## src/rtl/pc_sequencer_if.sv

```systemverilog
// pc_sequencer_if: bus between pc_sequencer and the multicycle core.
// Signals:
//   pc, start, mem_ready, stall, branch_req, branch_taken, branch_offset,
//   jump_req, jump_target               -> into the sequencer
//   pc_next, en, fetch_req, ir_load,
//   fetch_err, busy                      <- out of the sequencer
// Macro PC_SEQ_LINK_EN adds jump_link (in) and link_addr (out).
// Modports: master = sequencer side, slave = core/environment side.
interface pc_sequencer_if #(parameter int WIDTH = 8);
   logic [WIDTH-1:0] pc;
   logic             start;
   logic             mem_ready;
   logic             stall;
   logic             branch_req;
   logic             branch_taken;
   logic [WIDTH-1:0] branch_offset;
   logic             jump_req;
   logic [WIDTH-1:0] jump_target;
   logic [WIDTH-1:0] pc_next;
   logic             en;
   logic             fetch_req;
   logic             ir_load;
   logic             fetch_err;
   logic             busy;
`ifdef PC_SEQ_LINK_EN
   logic             jump_link;
   logic [WIDTH-1:0] link_addr;
   modport master (
      input  pc, start, mem_ready, stall, branch_req, branch_taken, branch_offset,
             jump_req, jump_target, jump_link,
      output pc_next, en, fetch_req, ir_load, fetch_err, busy, link_addr
   );
   modport slave (
      output pc, start, mem_ready, stall, branch_req, branch_taken, branch_offset,
             jump_req, jump_target, jump_link,
      input  pc_next, en, fetch_req, ir_load, fetch_err, busy, link_addr
   );
`else
   modport master (
      input  pc, start, mem_ready, stall, branch_req, branch_taken, branch_offset,
             jump_req, jump_target,
      output pc_next, en, fetch_req, ir_load, fetch_err, busy
   );
   modport slave (
      output pc, start, mem_ready, stall, branch_req, branch_taken, branch_offset,
             jump_req, jump_target,
      input  pc_next, en, fetch_req, ir_load, fetch_err, busy
   );
`endif
endinterface

```

## src/rtl/pc_sequencer.sv

```systemverilog
// pc_sequencer: drives the ProgramCounter write port (fetch -> decode -> update).
// Ports:
//   i_clock    clock, rising edge
//   i_reset_n  asynchronous reset, active low
//   bus        pc_sequencer_if.master (PC in, handshake/branch/jump in,
//              pc_next/en/fetch_req/ir_load/fetch_err/busy out)
// Optional link register enabled by macro PC_SEQ_LINK_EN.
// All outputs are registered; each strobe is visible the cycle after the
// state that causes it, so EN lands in the cycle after INIT/UPDATE.
module pc_sequencer #(
   parameter int               WIDTH        = 8,
   parameter logic [WIDTH-1:0] RESET_VECTOR = '0,
   parameter int               TIMEOUT      = 15
) (
   input logic            i_clock,
   input logic            i_reset_n,
   pc_sequencer_if.master bus
);
   typedef enum logic [2:0] {S_INIT, S_IDLE, S_FETCH, S_DECODE, S_UPDATE} state_t;
   localparam logic [7:0] LP_LAST = 8'(TIMEOUT - 1);
   state_t           r_state, w_state_nx;
   logic [7:0]       r_cnt, w_cnt_nx;
   logic [WIDTH-1:0] r_pc_next, w_pc_next_nx;
   logic             r_en, w_en_nx;
   logic             r_ir_load, w_ir_load_nx;
   logic             r_fetch_err, w_fetch_err_nx;
   logic             r_fetch_req;
   logic             r_busy;
   logic [WIDTH-1:0] w_pc_inc;
   logic [WIDTH-1:0] w_pc_sel;
   assign w_pc_inc = bus.pc + WIDTH'(1);
   assign w_pc_sel = bus.jump_req ? bus.jump_target :
                     (bus.branch_req & bus.branch_taken) ? w_pc_inc + bus.branch_offset : w_pc_inc;
   always_ff @(posedge i_clock or negedge i_reset_n) begin
      if (!i_reset_n) begin
         r_state     <= S_INIT;
         r_cnt       <= '0;
         r_pc_next   <= RESET_VECTOR;
         r_en        <= 1'b0;
         r_ir_load   <= 1'b0;
         r_fetch_err <= 1'b0;
         r_fetch_req <= 1'b0;
         r_busy      <= 1'b1;
      end else begin
         r_state     <= w_state_nx;
         r_cnt       <= w_cnt_nx;
         r_pc_next   <= w_pc_next_nx;
         r_en        <= w_en_nx;
         r_ir_load   <= w_ir_load_nx;
         r_fetch_err <= w_fetch_err_nx;
         r_fetch_req <= w_state_nx == S_FETCH;
         r_busy      <= w_state_nx != S_IDLE;
      end
   end
   always_comb begin
      w_state_nx     = r_state;
      w_cnt_nx       = r_cnt;
      w_pc_next_nx   = r_pc_next;
      w_en_nx        = 1'b0;
      w_ir_load_nx   = 1'b0;
      w_fetch_err_nx = r_fetch_err;
      case (r_state)
         S_INIT: begin
            w_en_nx    = 1'b1;
            w_state_nx = S_IDLE;
         end
         S_IDLE: if (bus.start) begin
            w_state_nx     = S_FETCH;
            w_cnt_nx       = '0;
            w_fetch_err_nx = 1'b0;
         end
         // mem_ready is checked before the timeout so a late ack still completes
         S_FETCH: if (bus.mem_ready) begin
            w_state_nx   = S_DECODE;
            w_ir_load_nx = 1'b1;
            w_cnt_nx     = '0;
         end else if (r_cnt == LP_LAST) begin
            w_state_nx     = S_IDLE;
            w_fetch_err_nx = 1'b1;
            w_cnt_nx       = '0;
         end else begin
            w_cnt_nx = r_cnt + 8'd1;
         end
         S_DECODE: if (!bus.stall) begin
            w_pc_next_nx = w_pc_sel;
            w_state_nx   = S_UPDATE;
         end
         S_UPDATE: if (!bus.stall) begin
            w_en_nx    = 1'b1;
            w_state_nx = S_FETCH;
         end
         default: w_state_nx = S_INIT;
      endcase
   end
   assign bus.pc_next   = r_pc_next;
   assign bus.en        = r_en;
   assign bus.ir_load   = r_ir_load;
   assign bus.fetch_err = r_fetch_err;
   assign bus.fetch_req = r_fetch_req;
   assign bus.busy      = r_busy;
`ifdef PC_SEQ_LINK_EN
   logic [WIDTH-1:0] r_link_addr;
   always_ff @(posedge i_clock or negedge i_reset_n) begin
      if (!i_reset_n)
         r_link_addr <= '0;
      else if (r_state == S_DECODE && !bus.stall && bus.jump_req && bus.jump_link)
         r_link_addr <= w_pc_inc;
   end
   assign bus.link_addr = r_link_addr;
`endif
endmodule

```

## src/flat_wrapper.sv

```systemverilog
// flat-port wrapper written by rule: the top's interface ports become plain ports
module pc_sequencer_flat 
#(
   parameter int               WIDTH        = 8,
   parameter logic [WIDTH-1:0] RESET_VECTOR = '0,
   parameter int               TIMEOUT      = 15
)
  (i_clock, i_reset_n, bus_pc, bus_start, bus_mem_ready, bus_stall, bus_branch_req, bus_branch_taken, bus_branch_offset, bus_jump_req, bus_jump_target, bus_pc_next, bus_en, bus_fetch_req, bus_ir_load, bus_fetch_err, bus_busy);
  pc_sequencer_if #(.WIDTH(WIDTH)) bus_i ();
  input logic i_clock;
  input logic i_reset_n;
  input wire logic [$bits(bus_i.pc)-1:0] bus_pc;
  input wire logic [$bits(bus_i.start)-1:0] bus_start;
  input wire logic [$bits(bus_i.mem_ready)-1:0] bus_mem_ready;
  input wire logic [$bits(bus_i.stall)-1:0] bus_stall;
  input wire logic [$bits(bus_i.branch_req)-1:0] bus_branch_req;
  input wire logic [$bits(bus_i.branch_taken)-1:0] bus_branch_taken;
  input wire logic [$bits(bus_i.branch_offset)-1:0] bus_branch_offset;
  input wire logic [$bits(bus_i.jump_req)-1:0] bus_jump_req;
  input wire logic [$bits(bus_i.jump_target)-1:0] bus_jump_target;
  output wire logic [$bits(bus_i.pc_next)-1:0] bus_pc_next;
  output wire logic [$bits(bus_i.en)-1:0] bus_en;
  output wire logic [$bits(bus_i.fetch_req)-1:0] bus_fetch_req;
  output wire logic [$bits(bus_i.ir_load)-1:0] bus_ir_load;
  output wire logic [$bits(bus_i.fetch_err)-1:0] bus_fetch_err;
  output wire logic [$bits(bus_i.busy)-1:0] bus_busy;
  assign bus_i.pc = bus_pc;
  assign bus_i.start = bus_start;
  assign bus_i.mem_ready = bus_mem_ready;
  assign bus_i.stall = bus_stall;
  assign bus_i.branch_req = bus_branch_req;
  assign bus_i.branch_taken = bus_branch_taken;
  assign bus_i.branch_offset = bus_branch_offset;
  assign bus_i.jump_req = bus_jump_req;
  assign bus_i.jump_target = bus_jump_target;
  assign bus_pc_next = bus_i.pc_next;
  assign bus_en = bus_i.en;
  assign bus_fetch_req = bus_i.fetch_req;
  assign bus_ir_load = bus_i.ir_load;
  assign bus_fetch_err = bus_i.fetch_err;
  assign bus_busy = bus_i.busy;
  pc_sequencer #(.WIDTH(WIDTH), .RESET_VECTOR(RESET_VECTOR), .TIMEOUT(TIMEOUT)) u_core (.i_clock(i_clock), .i_reset_n(i_reset_n), .bus(bus_i));
endmodule
```

## config.mk

```make
export PLATFORM = sky130hd
export DESIGN_NAME = pc_sequencer_flat
export DESIGN_NICKNAME = d
export VERILOG_FILES = /design/src/rtl/pc_sequencer_if.sv /design/src/rtl/pc_sequencer.sv /design/src/flat_wrapper.sv
export SDC_FILE = /design/constraint.sdc
export NUM_CORES = 1
export LEC_CHECK = 0
export CAP_MARGIN = 20
export CORE_ASPECT_RATIO = 0.7
export CORE_MARGIN = 2
export CORE_UTILIZATION = 54
export CTS_BUF_LIST = sky130_fd_sc_hd__clkbuf_4
export CTS_CLUSTER_SIZE = 16
export DETAILED_ROUTE_END_ITERATION = 7
export GPL_ROUTABILITY_DRIVEN = 1
export PLACE_DENSITY = 0.88
export SLEW_MARGIN = 20
export SYNTH_ARGS = -nofsm -noshare
export SYNTH_HDL_FRONTEND = slang
export SYNTH_SLANG_ARGS = --single-unit
```

## constraint.sdc

```tcl
create_clock -name i_clock -period 3.5 [get_ports i_clock]
set_clock_uncertainty 0.05 [all_clocks]
set_input_delay 0.35 -clock i_clock [delete_from_list [all_inputs] [get_ports i_clock]]
set_output_delay 0.35 -clock i_clock [all_outputs]
set_load 0.005 [all_outputs]
```

# --- Yosys cells after proc, flatten, opt, wreduce, memory -nomap -nowiden ---
# Index checks and enable logic that the tools add are counted.
word_totals:
  output_inout_bits: 13
  reg_bits: 24
  inputBits: 32
  elab_cells: 48
op_classes:
  n_eq_ne: 10
  muxes: 20
  n_reduce_logical: 5
  n_bitwise: 2
  add_sub_neg: 3
ops:
  columns: ["cell", "n"]
  rows:
  - ["2-to-1 mux 8 bit", 5]
  - ["adder 8 x 1 -> 8 bit (second input constant)", 2]
  - ["one-hot mux 8 bit (2 select lines)", 1]
  - ["2-to-1 mux 3 bit", 5]
  - ["one-hot mux 3 bit (5 select lines)", 1]
  - ["equality test 3 x 2 -> 1 bit (second input constant)", 3]
  - ["adder 8 bit", 1]
  - ["equality test 8 x 4 -> 1 bit (second input constant)", 1]
  - ["2-to-1 mux 1 bit", 6]
  - ["!= test 2 bit (second input constant)", 2]
  - ["one-hot mux 1 bit (2 select lines)", 2]
  - ["AND reduction 2 bit", 2]
  - ["AND reduction 4 bit", 1]
  - ["equality test 3 x 1 -> 1 bit (second input constant)", 1]
  - ["equality test 3 bit (second input constant)", 1]
  - ["zero test 3 bit", 1]
  - ["!= test 3 x 1 -> 1 bit (second input constant)", 1]
  - ["!= test 2 x 1 -> 1 bit (second input constant)", 1]
  - ["nonzero test 2 bit", 1]
  - ["AND 1 bit", 1]
  - ["NOT 1 bit", 1]

# --- Longest topological paths before layout ---
# Gate-level depths: netlist of run 1.
logic_depth:
  depth_word: 5
  mapped_depth: 11
  depth_no_buf: 11

# --- Worst setup path after synthesis of run 1 ---
# Ideal clock, no wire load.
synth_path:
  path_kind: "in2reg"
  from: "input port bus_pc[0]"
  to: "register u_core.r_pc_next[7], in the netlist u_core.bus.pc_next[7]"
  n_path_buf: 0
  setup_ns: 0.069
  t_required_ns: 3.381
  setup_slack_ns: 1.135
  arrival_ns: 2.246
  stages: 10
  cell_sequence: "ha_1 -> nand2_1 -> nor2_1 -> xor2_1 -> ha_1 -> a211o_1 -> o22ai_1 -> xor2_1 -> or4_1 -> nand3_1"
synth_via:
  elab_chain_len: 4
synth_lines:
  columns: ["item", "line_no", "text"]
  rows:
  - ["start: declaration", "flat_wrapper.sv:12", "input wire logic [$bits(bus_i.pc)-1:0] bus_pc;"]
  - ["adder 8 x 1 -> 8 bit *", "pc_sequencer.sv:31", "assign w_pc_inc = bus.pc + WIDTH'(1);"]
  - ["adder 8 bit", "pc_sequencer.sv:33", "(bus.branch_req & bus.branch_taken) ? w_pc_inc + bus.branch_offset : w_pc_inc;"]
  - ["2-to-1 mux 8 bit *", "pc_sequencer.sv:33", null]
  - ["2-to-1 mux 8 bit *", "pc_sequencer.sv:32", "assign w_pc_sel = bus.jump_req ? bus.jump_target :"]
  - ["end signal: assignment", "pc_sequencer.sv:47", "r_pc_next <= w_pc_next_nx;"]
  - ["end: declaration", "pc_sequencer.sv:23", "logic [WIDTH-1:0] r_pc_next, w_pc_next_nx;"]
# Mark *: on every way between the ends. The rest lies on a longest branch, timed or not.
# A chain may end at the register's enable or synchronous reset.

# --- Final worst setup path of run 1 ---
# Same ends and word-level chain as after synthesis.

==> metrics.yaml, run 1 <==
outcome: "complete, no violations"
drt.antenna.violating_nets: 0
die_w_um: 70.20
area_of_all_placed_cells_without_fillers_um2: 2178
post_synth_num_cell_types: 42
cp_cell_sequence: "clkdlybuf4s50_1, ha_1, nand2_1, nor2_1, xor2_1, ha_1, a211o_1, o22ai_1, xor2_1, or4_1, nand3_1"
floorplan.core_area_um2: 2863
final_cells: 272
synthArstFlopShare: 1.000
final_layout_size_suffix_gt1_frac: 0.04661
critical_path_buf_inv_count: 1
synthToLayoutAreaGrowth_pct: 31.50
mappedNetlistNets: 236
hold_path_class: "flop to flop"
ctsLongestPathBuffers: 2
post_synth_inst_count: 192
dpl-instance-area_um2: 2121
synthesis.yosys.warnings: 0
critical_path_max_stage_delay_ns: 0.56
cellPowerDensity_nw_per_um2: 522.4
wl_per_cell_um: 13.63
drt-vias-per-instance: 5.665
first_pass_grt_wire_length_um: 6313
maxClockFrequency_ghz: 0.3564
dieHeight_um: 50.34
finalSetupTns_ns: 0
cts.hold.buffers_added: 0
synth.cell_area_um2: 1657
cp_top_family: "simple AND/OR/NAND/NOR gates"
max-cap-violations: 0
synthFlopType: "sky130_fd_sc_hd__dfrtp_1"
cts_tree: "yes"
slew_headroom: 0.6573
post-route-worst-setup-slack_ns: 0.6938
grt.total_usage: 0.2281
htreeDepth: 1
initial_drc_count: 135
grt_start_max_net_pins: 25
avgSynthCellArea_um2: 8.628
fin_util: 0.7609
num_vias: 1541
start_to_end_type_of_the_worst_setup_path: "input port to flop"
post-cts-setup-buffer-count: 0
synth-seq-area-share: 0.3633
final_cell_mix: "43 x sky130_fd_sc_hd__clkdlybuf4s50_1, 27 x sky130_fd_sc_hd__nand2_1, 25 x sky130_fd_sc_hd__o21ai_0, 23 x sky130_fd_sc_hd__dfrtp_1, 17 x sky130_fd_sc_hd__a21oi_1"
firstDrtPassIters: 4
timing.hold.ws_ns: 0.4413
critical_path_arrival_ns: 3.04
core.rowCount: 16
starting_utilization_of_the_core_area: 0.5787
clk_transition_reported_paths_ns: 0.14
ctsRootBufferMaster: "sky130_fd_sc_hd__clkbuf_4"
timing_worst_slew_pin_value_ns: 0.5140
cp_slowest_cell: "sky130_fd_sc_hd__clkdlybuf4s50_1"
timing_max_transition_violations_final: 0
worst-path-max-fanout: 5
place.detailed.instances: 267
finalHoldViolCount: 0
critPathLaunchType: "input port"
design.portCount: 45
totalWireLength_um: 3707
numPortBuffers: 44
post-route-min-period_ns: 2.806
post_cts.resized_instances: 0
setup_viol_count_final: 0
drc_violations: 0
die_area_um2: 3534
antenna_cells: 0
grt_pass1_vias: 1421
grt_overflow: 0
detailed_place_hpwl_um: 2960
synth_edf_count: 0
count_of_state_elements_after_synthesis: 24
fin_nets: 281
layout_worst_path_cycle_share: 0.8018
total_leakage_power_nw: 0.9663
initial_antenna_violation_count: 0
cts-buffers-inserted: 3
power.ir.vdd_worst_mv: 0.3609
layout_commonest_cell: "sky130_fd_sc_hd__clkdlybuf4s50_1"
worst_ep_required_time_ns: 3.73
cp-end-kind: "flop"
post-layout-total-power_mw: 1.138
rsz0062_at_grt: "false"
clk-insertion-delay-late_ns: 0.33
gp_congestion: 0.9039
clkSinkCount: 24
post-place-ws_ns: 0.3582
[per-layer routing]
layer / share of wire / global-route usage
met1: 0.51 / 0.3303
met2: 0.42 / 0.3476
met3: 0.071 / 0.06225
met4: 0.0062 / 0.04167
met5: 0 / 0
[worst paths after layout]
kind | from | slack (ns) | endpoint | cells past startpoint
setup / recovery | bus_pc[0] | 0.69 | u_core.bus.pc_next[7] | 11
hold / removal | u_core.r_cnt[3] | 0.44 | u_core.r_cnt[3] | 1
setup reg to reg | u_core.r_cnt[3] | 1.50 | u_core.r_cnt[5] | 5
hold reg to reg | u_core.r_cnt[3] | 0.44 | u_core.r_cnt[3] | 1
max in group asynchronous | i_reset_n | 2.58 | u_core.bus.pc_next[2] | 2
min in group asynchronous | i_reset_n | 0.45 | u_core.r_cnt[5] | 2
[power by group]
group / switching (mW) / internal (mW) / total (mW)
Combinational: 0.229 / 0.266 / 0.496
Sequential: 0.0738 / 0.367 / 0.441
Clock: 0.0855 / 0.116 / 0.201
[sequential cells by signal, indices dropped and copies added (netlist names)]
| name | count |
|---|---|
| u_core.bus.busy | 1 |
| u_core.bus.en | 1 |
| u_core.bus.fetch_err | 1 |
| u_core.bus.fetch_req | 1 |
| u_core.bus.ir_load | 1 |
| u_core.bus.pc_next | 8 |
| u_core.r_cnt | 8 |
| u_core.r_state | 3 |
[cell type report]
cell class | count | area (um2)
clock inverter | 1 | 30.03
sequential | 24 | 601.8
multi-input combinational | 154 | 999.7
inverter | 9 | 33.78
tap | 36 | 45.04
fill | 219 | 684.4
timing repair buffer | 45 | 445.4
clock buffer | 3 | 22.52
[cells in the mapped netlist, types with 3 or more instances]
library cell               instances  area share
sky130_fd_sc_hd__o21ai_0          25       0.076
sky130_fd_sc_hd__a21o_1            3       0.014
sky130_fd_sc_hd__nand2b_1          4       0.015
sky130_fd_sc_hd__and2_1            3       0.011
sky130_fd_sc_hd__a21oi_1          17       0.051
sky130_fd_sc_hd__ha_1             11       0.083
sky130_fd_sc_hd__nor2_1           12       0.027
sky130_fd_sc_hd__xnor2_1           7       0.037
sky130_fd_sc_hd__clkbuf_1          3      0.0068
sky130_fd_sc_hd__inv_1             9       0.020
sky130_fd_sc_hd__o221ai_1          3       0.016
sky130_fd_sc_hd__nand3_1           4       0.012
sky130_fd_sc_hd__dfrtp_1          23        0.35
sky130_fd_sc_hd__nand2_1          27       0.061
sky130_fd_sc_hd__xor2_1            5       0.026
sky130_fd_sc_hd__nand4_1           3       0.011
[cell families (layout without fill, tap and decap cells)]
kind of cell	count (synthesis)	after routing	synth area share
fa+ha+maj	12	12	0.09517
flops	24	24	0.3633
simple gates	66	66	0.2092
compound gates	61	61	0.2168
buf+inv	14	58	0.03323
mux	3	3	0.01888
xor+xnor	12	12	0.06344
Note: power is estimated with default switching activity, not from simulation.
==> run 2: changes to the inputs <==
CORE_UTILIZATION = 50   (was 54)
PLACE_DENSITY = 0.82   (was 0.88)
clock period = 2.8 ns   (was 3.5 ns; I/O delays follow)
==> run 2 against run 1 <==
  * First-iteration DRC count decreased by 63%
  * Cell count increased by 4.8%
  * Clock-buffer cell count unchanged
  * Clock power increased by 29%
  * Critical path depth increased by 2
  * Non-clock buffer count increased by 11
  * Design area increased by 4.0%
  * Routed wire length increased by 7.9%
  * Highest routed layer unchanged
==> metrics.yaml, run 2 (synthesis gave the netlist of run 1 again) <==
drt.antenna.violating_nets: 0
worst-path-max-fanout: 4
area_of_all_placed_cells_without_fillers_um2: 2266
num_vias: 1570
fill_cells: 250
cts-buffers-inserted: 3
layout_commonest_cell: "sky130_fd_sc_hd__clkdlybuf4s50_1"
worst_ep_required_time_ns: 3.03
synthToLayoutAreaGrowth_pct: 36.78
switching_share: 0.3446
core.rowCount: 17
total_leakage_power_nw: 1.020
post-route-worst-setup-slack_ns: 0.1710
finalHoldViolCount: 0
detailed_place_hpwl_um: 3238
cellPowerDensity_nw_per_um2: 642.3
timing_max_transition_violations_final: 0
grt_start_max_net_pins: 25
critPathLaunchType: "input port"
layout_worst_path_cycle_share: 0.9389
drt-vias-per-instance: 5.509
first_pass_grt_wire_length_um: 6472
die_w_um: 72.80
global_route.usage.met1: 0.3341
gp_congestion: 0.8698
rsz0062_at_grt: "false"
power.ir.vdd_worst_mv: 0.3276
global_route.peak_usage_layer: "met1"
power_share_of_the_combinational_group: 0.442
crit_cells: 13
p_sw_uw: 501.6
cp_cell_sequence: "clkdlybuf4s50_1, ha_1, nand2_1, nor2_1, xor2_1, ha_1, buf_4, o21ai_0, nor2_1, o22ai_1, xor2_1, or4_1, nand3_1"
initial_drc_count: 50
wl_per_cell_um: 14.04
cp-end-kind: "flop"
grt.total_usage: 0.2265
htreeDepth: 1
dieHeight_um: 52.16
maxClockFrequency_ghz: 0.3804
clkSinkCount: 24
antenna_cells: 0
grt.met3_usage: 0.04845
post-route-min-period_ns: 2.629
clk_transition_reported_paths_ns: 0.14
starting_utilization_of_the_core_area: 0.5262
numPortBuffers: 44
dpl-instance-area_um2: 2213
worst-r2r-cell-count: 5
initial_antenna_violation_count: 0
power_frac_clock: 0.178
clk-insertion-delay-late_ns: 0.33
die_area_um2: 3797
post-place-ws_ns: -0.1670
grt_overflow: 0
setup_viol_count_final: 0
start_to_end_type_of_the_worst_setup_path: "input port to flop"
cp_slowest_cell: "sky130_fd_sc_hd__clkdlybuf4s50_1"
timing_worst_slew_pin_value_ns: 0.4003
intPower_uw: 954.0
fin_nets: 292
critical_path_buf_inv_count: 2
design.portCount: 45
final_cell_mix: "44 x sky130_fd_sc_hd__clkdlybuf4s50_1, 27 x sky130_fd_sc_hd__nand2_1, 25 x sky130_fd_sc_hd__o21ai_0, 23 x sky130_fd_sc_hd__dfrtp_1, 17 x sky130_fd_sc_hd__a21oi_1"
ctsRootBufferMaster: "sky130_fd_sc_hd__clkbuf_4"
post-cts-setup-buffer-count: 0
grt_pass1_vias: 1409
cts_tree: "yes"
max-cap-violations: 0
floorplan.core_area_um2: 3148
firstDrtPassIters: 4
slew_headroom: 0.7313
post_cts.resized_instances: 0
totalWireLength_um: 4000
final_layout_size_suffix_gt1_frac: 0.08907
critical_path_max_stage_delay_ns: 0.49
cp_top_family: "simple AND/OR/NAND/NOR gates"
critical_path_arrival_ns: 2.86
power.sequential.fraction: 0.380
grt.met2_usage: 0.3318
cts.hold.buffers_added: 0
drc_violations: 0
ctsLongestPathBuffers: 2
hold_path_class: "input port to asynchronous set/reset pin"
outcome: "complete, no violations"
## run 2: cell types whose count changed in the layout (fill, tap and decap cells not counted), sizes merged
cell           previous run  this run
buf                       1        12
clkdlybuf4s50            43        44
dlygate4sd3               1         0
## run 2: layer usage
metal  wire length [um]  vias to the layer above
met1               2024                      719
met2               1773                       47
met5                  0                        -
met4                 19                        0
li1                   -                      801
met3                183                        3
## run 2: power groups by stage
stage	combinational, mW	clock (mW)	sequential [mW]
3_5_place_dp	0.650	0	0.556
6_report	0.643	0.259	0.553
5_1_grt	0.720	0.269	0.568
3_3_place_gp	0.625	0	0.555
4_1_cts	0.651	0.261	0.553
2_1_floorplan	0.351	0	0.539
## run 2: final cells by class
| type | count | area, um2 | area share |
|---|---|---|---|
| Clock inverter | 1 | 30.03 | 0.01325 |
| Sequential cell | 24 | 601.8 | 0.2656 |
| Tap cell | 38 | 47.55 | 0.02098 |
| Timing Repair Buffer | 56 | 530.5 | 0.2341 |
| Clock buffer | 3 | 22.52 | 0.009939 |
| Multi-Input combinational cell | 154 | 999.7 | 0.4412 |
| Inverter | 9 | 33.78 | 0.01491 |
## run 2: metrics by stage
| step | power (mW) | hold WS (ns) | util | TNS (ns) | instances |
|---|---|---|---|---|---|
| CTS | 1.465 | 0.2361 | 0.7198 | 0 | 285 |
| global route | 1.558 | 0.2703 | 0.7198 | 0 | 285 |
| detailed placement | 1.206 | 0.4183 | 0.7031 | -0.2126 | 281 |
| finish | 1.456 | 0.2287 | 0.7198 | 0 | 285 |
| floorplan | 0.8899 | -0.06559 | - | 0 | 192 |
| global placement | 1.180 | 0.4159 | 0.7031 | -0.04083 | 281 |
## run 2: final timing paths
check	slack, ns	endpoint	startpoint
worst min-delay path	0.23	u_core.r_cnt[1]	i_reset_n
max in group asynchronous	2.19	u_core.bus.busy	i_reset_n
min in group i_clock	0.44	u_core.r_cnt[3]	u_core.r_cnt[3]
worst max register to register	0.86	u_core.r_cnt[5]	u_core.r_cnt[3]
worst min register to register	0.44	u_core.r_cnt[3]	u_core.r_cnt[3]
worst max-delay path	0.17	u_core.bus.pc_next[7]	bus_pc[1]
